<file path="config.mk">
export PLATFORM = sky130hd
export DESIGN_NAME = grid_paint_arbiter
export DESIGN_NICKNAME = d
export VERILOG_FILES = /design/src/rtl/grid_pkg.sv /design/src/rtl/grid_clear_sweeper.sv /design/src/rtl/grid_paint_arbiter.sv
export SDC_FILE = /design/constraint.sdc
export NUM_CORES = 1
export LEC_CHECK = 0
export ABC_AREA = 0
export CAP_MARGIN = 15
export CORE_ASPECT_RATIO = 1.2
export CORE_UTILIZATION = 44
export DETAILED_ROUTE_END_ITERATION = 16
export PLACE_DENSITY = 0.84
export REMOVE_ABC_BUFFERS = 1
export SYNTH_ARGS = -nofsm -noshare
export SYNTH_HDL_FRONTEND = slang
export SYNTH_SLANG_ARGS = --single-unit
</file>
<file path="constraint.sdc">
create_clock -name clock -period 2.2 [get_ports clock]
set_input_delay 0.44 -clock clock [delete_from_list [all_inputs] [get_ports clock]]
set_output_delay 0.44 -clock clock [all_outputs]
set_load 0.01 [all_outputs]
</file>
<file path="src/rtl/grid_pkg.sv">
// Shared constants and FSM encoding for the grid paint arbiter.
package grid_pkg;

  localparam int unsigned GRID_ADDR_W = 12;
  localparam int unsigned COLOR_W     = 4;
  localparam int unsigned GRID_CELLS  = 1 << GRID_ADDR_W;

  typedef enum logic [1:0] {
    StArb   = 2'd0,
    StClear = 2'd1,
    StDone  = 2'd2
  } grid_state_e;

endpackage

</file>
<file path="src/rtl/grid_clear_sweeper.sv">
// Address sweep counter for the grid clear; one bit wider than the address so it never
// wraps back into cell 0 after the last cell has been issued.
module grid_clear_sweeper #(
  parameter int unsigned ADDR_W = 12
) (
  input  logic              clock,
  input  logic              resetn,
  input  logic              clr,
  input  logic              step,
  output logic [ADDR_W-1:0] addr,
  output logic              last
);

  localparam logic [ADDR_W:0] LastCnt = {1'b0, {ADDR_W{1'b1}}};
  localparam logic [ADDR_W:0] OneCnt  = {{ADDR_W{1'b0}}, 1'b1};

  logic [ADDR_W:0] cnt_q, cnt_d;

  always_comb begin
    cnt_d = cnt_q;
    if (clr) begin
      cnt_d = '0;
    end else if (step) begin
      cnt_d = cnt_q + OneCnt;
    end
  end

  always_ff @(posedge clock) begin
    if (!resetn) begin
      cnt_q <= '0;
    end else begin
      cnt_q <= cnt_d;
    end
  end

  assign addr = cnt_q[ADDR_W-1:0];
  assign last = (cnt_q == LastCnt);

endmodule

</file>
<file path="src/rtl/grid_paint_arbiter.sv">
// Two-player paint arbiter for the grid RAM write port, with a full-grid clear sweep.
// Grants are combinational; the RAM write port is registered (one cycle latency).
module grid_paint_arbiter #(
  parameter int unsigned        ADDR_W     = grid_pkg::GRID_ADDR_W,
  parameter int unsigned        COLOR_W    = grid_pkg::COLOR_W,
  parameter logic [COLOR_W-1:0] BG_COLOR   = '0,
  parameter bit                 AUTO_CLEAR = 1'b1
) (
  input  logic               clock,
  input  logic               resetn,
  input  logic               p1_req,
  input  logic [ADDR_W-1:0]  p1_addr,
  input  logic [COLOR_W-1:0] p1_color,
  output logic               p1_gnt,
  input  logic               p2_req,
  input  logic [ADDR_W-1:0]  p2_addr,
  input  logic [COLOR_W-1:0] p2_color,
  output logic               p2_gnt,
  input  logic               clear_start,
  output logic               busy,
  output logic               clear_done,
  output logic               wren_gridData,
  output logic [ADDR_W-1:0]  wraddress_gridData,
  output logic [COLOR_W-1:0] data_gridData
);

  import grid_pkg::*;

  grid_state_e        state_q, state_d;
  logic               last_p2_q, last_p2_d;
  logic               wren_q, wren_d;
  logic [ADDR_W-1:0]  addr_q, addr_d;
  logic [COLOR_W-1:0] data_q, data_d;
  logic               busy_q, busy_d;
  logic               done_q, done_d;

  logic               sweep_clr;
  logic               sweep_step;
  logic [ADDR_W-1:0]  sweep_addr;
  logic               sweep_last;

  grid_clear_sweeper #(
    .ADDR_W(ADDR_W)
  ) u_sweeper (
    .clock  (clock),
    .resetn (resetn),
    .clr    (sweep_clr),
    .step   (sweep_step),
    .addr   (sweep_addr),
    .last   (sweep_last)
  );

  // On a tie the player that did not win the last transfer goes first.
  always_comb begin
    p1_gnt = 1'b0;
    p2_gnt = 1'b0;
    if (state_q == StArb && !clear_start) begin
      if (p1_req && (!p2_req || last_p2_q)) begin
        p1_gnt = 1'b1;
      end else if (p2_req) begin
        p2_gnt = 1'b1;
      end
    end
  end

  always_comb begin
    state_d    = state_q;
    sweep_clr  = 1'b0;
    sweep_step = 1'b0;
    unique case (state_q)
      StArb: begin
        if (clear_start) begin
          state_d   = StClear;
          sweep_clr = 1'b1;
        end
      end
      StClear: begin
        sweep_step = 1'b1;
        if (sweep_last) begin
          state_d = StDone;
        end
      end
      StDone:  state_d = StArb;
      default: state_d = StArb;
    endcase
  end

  always_comb begin
    wren_d    = 1'b0;
    addr_d    = addr_q;
    data_d    = data_q;
    busy_d    = 1'b0;
    done_d    = (state_q == StDone);
    last_p2_d = last_p2_q;
    if (state_q == StClear) begin
      wren_d = 1'b1;
      addr_d = sweep_addr;
      data_d = BG_COLOR;
      busy_d = 1'b1;
    end else if (p1_gnt && p1_req) begin
      wren_d    = 1'b1;
      addr_d    = p1_addr;
      data_d    = p1_color;
      last_p2_d = 1'b0;
    end else if (p2_gnt && p2_req) begin
      wren_d    = 1'b1;
      addr_d    = p2_addr;
      data_d    = p2_color;
      last_p2_d = 1'b1;
    end
  end

  always_ff @(posedge clock) begin
    if (!resetn) begin
      state_q   <= AUTO_CLEAR ? StClear : StArb;
      last_p2_q <= 1'b1;
      wren_q    <= 1'b0;
      addr_q    <= '0;
      data_q    <= '0;
      busy_q    <= 1'b0;
      done_q    <= 1'b0;
    end else begin
      state_q   <= state_d;
      last_p2_q <= last_p2_d;
      wren_q    <= wren_d;
      addr_q    <= addr_d;
      data_q    <= data_d;
      busy_q    <= busy_d;
      done_q    <= done_d;
    end
  end

  assign wren_gridData      = wren_q;
  assign wraddress_gridData = addr_q;
  assign data_gridData      = data_q;
  assign busy               = busy_q;
  assign clear_done         = done_q;

endmodule

</file>
==> flow_summary.yaml <==
global_route:
  grt_pass1_vias: 1429
  antenna_found_initial: 0
  grt.overflow.total: 0
  grt_max_degree: 18
  grt_usage_pct: 21.6
  grt_pass1_wl_um: 6360
final_layout:
  drive_above_1_share_pct: 7.82
  final_cells: 280
  nFillCells: 266
  register_area_um2: 701
  multi_input_area_um2: 863
  diodes: 0
  mostFrequentLayoutCell: "clkdlybuf4s50_1"
  layout_common_cells: "clkdlybuf4s50_1, dfxtp_1, nand3_1"
  nets: 281
  area_delta_synth_final_pct: 43.6
critical_path:
  worstSetupPathType: "primary input to output pin"
  rrSetupSlack_ns: 0.45
  path_cells: "clkdlybuf4s50_1 > nor3_2 > buf_4 > nand3_1 > inv_1 > dlygate4sd2_1"
  worstReg2RegEnd: "u_sweeper.cnt_q[12]$_SDFFE_PP0P_"
  slowest_delay_ns: 0.44
  cp.required_ns: 1.76
  critPathArrivalTime_ns: 1.62
  end_kind: "output pin"
  cp_slowest_cell: "clkdlybuf4s50_1"
  crit_path_max_fanout: 2
  crit_path_start_kind: "primary input"
  r2r_cells: 5
  r2r-start: "u_sweeper.cnt_q[0]$_SDFFE_PP0P_"
min_path:
  whs_path_depth: 2
  hp-class: "flip-flop to flip-flop"
  hold_end: "wraddress_gridData[11]$_SDFFE_PN0P_"
  min_from: "wraddress_gridData[11]$_SDFFE_PN0P_"
timing:
  grt_setup_unrepaired: "no"
  slew_headroom_pct: 69.5
  final_max_slew_viol_count: 0
  min_period_ns: 2.06
  finClkSkew_ns: 0.00638
  timing.fmax_ghz: 0.485
  hold_violations: 0
  setup_viol: 0
  post-route-period-util_pct: 93.7
  worst_slew_pin_slew_ns: 0.456
logic_synthesis:
  syn_avg_cell_area_um2: 8.94
  synth_ff_type: "dfxtp_1"
  synth-edff-count: 0
  yosysTopAreaCellShare_pct: 43.0
  netlist_instances: 182
  synth_area_leaders: "dfxtp_1, mux2i_1, nand3_1"
  syn-cell-area_um2: 1630
  ys_types: 38
  ys_warn_count: 0
  synth_area_leader_cell: "dfxtp_1"
  ys_seq_area_share_pct: 43.0
  synthArstFlopShare_pct: 0
  ys_ff_latch: 35
power_and_ir_drop:
  ir_drop_v: 0.000299
  powerDensity_nw_per_um2: 527
  power_uw: 1230
  p_leak_uw: 0.000975
routing:
  wl_met3_um: 173
  dr.pass1.iters: 10
  dr.max_layer_used: "met4"
  drc: 8
  wl_um: 3880
  vias: 1505
  wl_met1_um: 1750
  avgViaCountPerCell: 5.38
  avgRoutedWirePerCell_um: 13.9
  first_iter_violations: 35
  ant_nets: 0
  dr_wl_met2_um: 1880
clock_tree:
  clk_latency_ns: 0.29
  cts_root_buf: "clkbuf_8"
  clock-sinks: 35
  clk_pin_slew_ns: 0.06
  clockBufferDepth: 2
  cts-buffers-inserted: 5
  cts.hold.buffers_added: 0
  htreeDepth: 2
  cts_tree: "done"
run_status:
  violations: "design-rule violations"
  outcome: "finished, violations left"
job:
  maxCapViolCount: 0
place:
  io_buffers: 57
  place_congestion: 0.820
  hpwlAfterDp_um: 2910
  dp.cells: 272
floorplanning:
  ios: 58
  die_area_um2: 3950
  fp-row-count: 23
  fp.dieW_um: 57.5
  initial_core_util_pct: 47.5
  die_h_um: 68.6
  core_area_um2: 3420
[worst max path at each step]
stage	slack (ns)	start	to	depth (start not counted)
3_3_place_gp	-0.04	clear_start	p1_gnt	5
2_1_floorplan	0.26	clear_start	p1_gnt	3
5_1_grt	0.03	clear_start	p1_gnt	6
6_report	0.14	clear_start	p1_gnt	6
4_1_cts	0.12	clear_start	p1_gnt	6
3_5_place_dp	-0.05	clear_start	p1_gnt	5
[metrics by stage]
step / setup TNS (ns) / setup WS, ns / cell area [um^2] / hold slack, ns / util, %
6_report: 0 / 0.138 / 2340 / 0.488 / 68.2
5_1_grt: 0 / 0.0287 / 2340 / 0.523 / 68.2
4_1_cts: 0 / 0.119 / 2340 / 0.492 / 68.2
3_5_place_dp: -0.0518 / -0.0513 / 2240 / 0.482 / 65.5
3_3_place_gp: -0.0383 / -0.0383 / 2240 / 0.471 / 65.5
2_1_floorplan: 0 / 0.258 / 1580 / 0.465 / -
[layer usage]
layer	up-vias	global-route usage, %
met5	-	0
met4	0	11.0
met3	7	5.97
met2	36	37.5
met1	693	24.4
li1	769	-
[power by group]
group	leakage, uW	switching, uW	total, uW	internal [uW]
registers	0.000284	7.53	651	643
logic	0.000644	39.8	121	81.3
clock network	0.0000470	214	460	245
[state kept, by name (all words and copies together), names as in the netlist]
register and cells:
u_sweeper.cnt_q 13, wraddress_gridData 12, data_gridData 4, state_q 2
busy 1, clear_done 1, last_p2_q 1, wren_gridData 1
[cell usage after synthesis, types with 2 or more instances]
library cell	n
nor2_1	15
and2_1	4
nand4_1	4
o31ai_1	2
o211ai_1	11
or4_1	2
a21oi_1	4
nand3_1	26
mux2i_1	16
buf_4	2
a211oi_1	4
xnor2_1	4
nor3_1	2
nand2_1	14
inv_1	3
xor2_1	6
buf_2	3
clkbuf_1	5
dfxtp_1	35
nor2b_1	2
[final cells by class]
cell class / count / area share, %
Clock buffer: 6 / 3.53
Clock inverter: 1 / 0.214
Inverter: 3 / 0.482
Multi-Input combinational cell: 133 / 36.9
Sequential cell: 35 / 30.0
Tap cell: 37 / 1.98
Timing Repair Buffer: 65 / 26.9
[critical path, delay by kind of cell]
kind,cells,cell delay [ns]
buf+inv,4,0.91
simple gates,2,0.27
[logic make-up (layout without fill, tap and decap cells)]
kind of cell,after synthesis,count (layout),synth area share (%)
adder cells (fa/ha/maj),1,1,0.769
XOR/XNOR,10,10,5.38
AO/OA/AOI/OAI,24,24,10.4
buffers and inverters,14,75,3.92
flip-flops,35,35,43.0
AND/OR/NAND/NOR,82,82,26.7
multiplexers,16,16,9.84
[what timing repair did]
action | 4_1_cts | 5_1_grt
gates resized for setup | 2 | 0
setup buffers | 1 | 0
setup endpoints to repair | 2 | 0
Note: power is estimated with default switching activity, not from simulation.
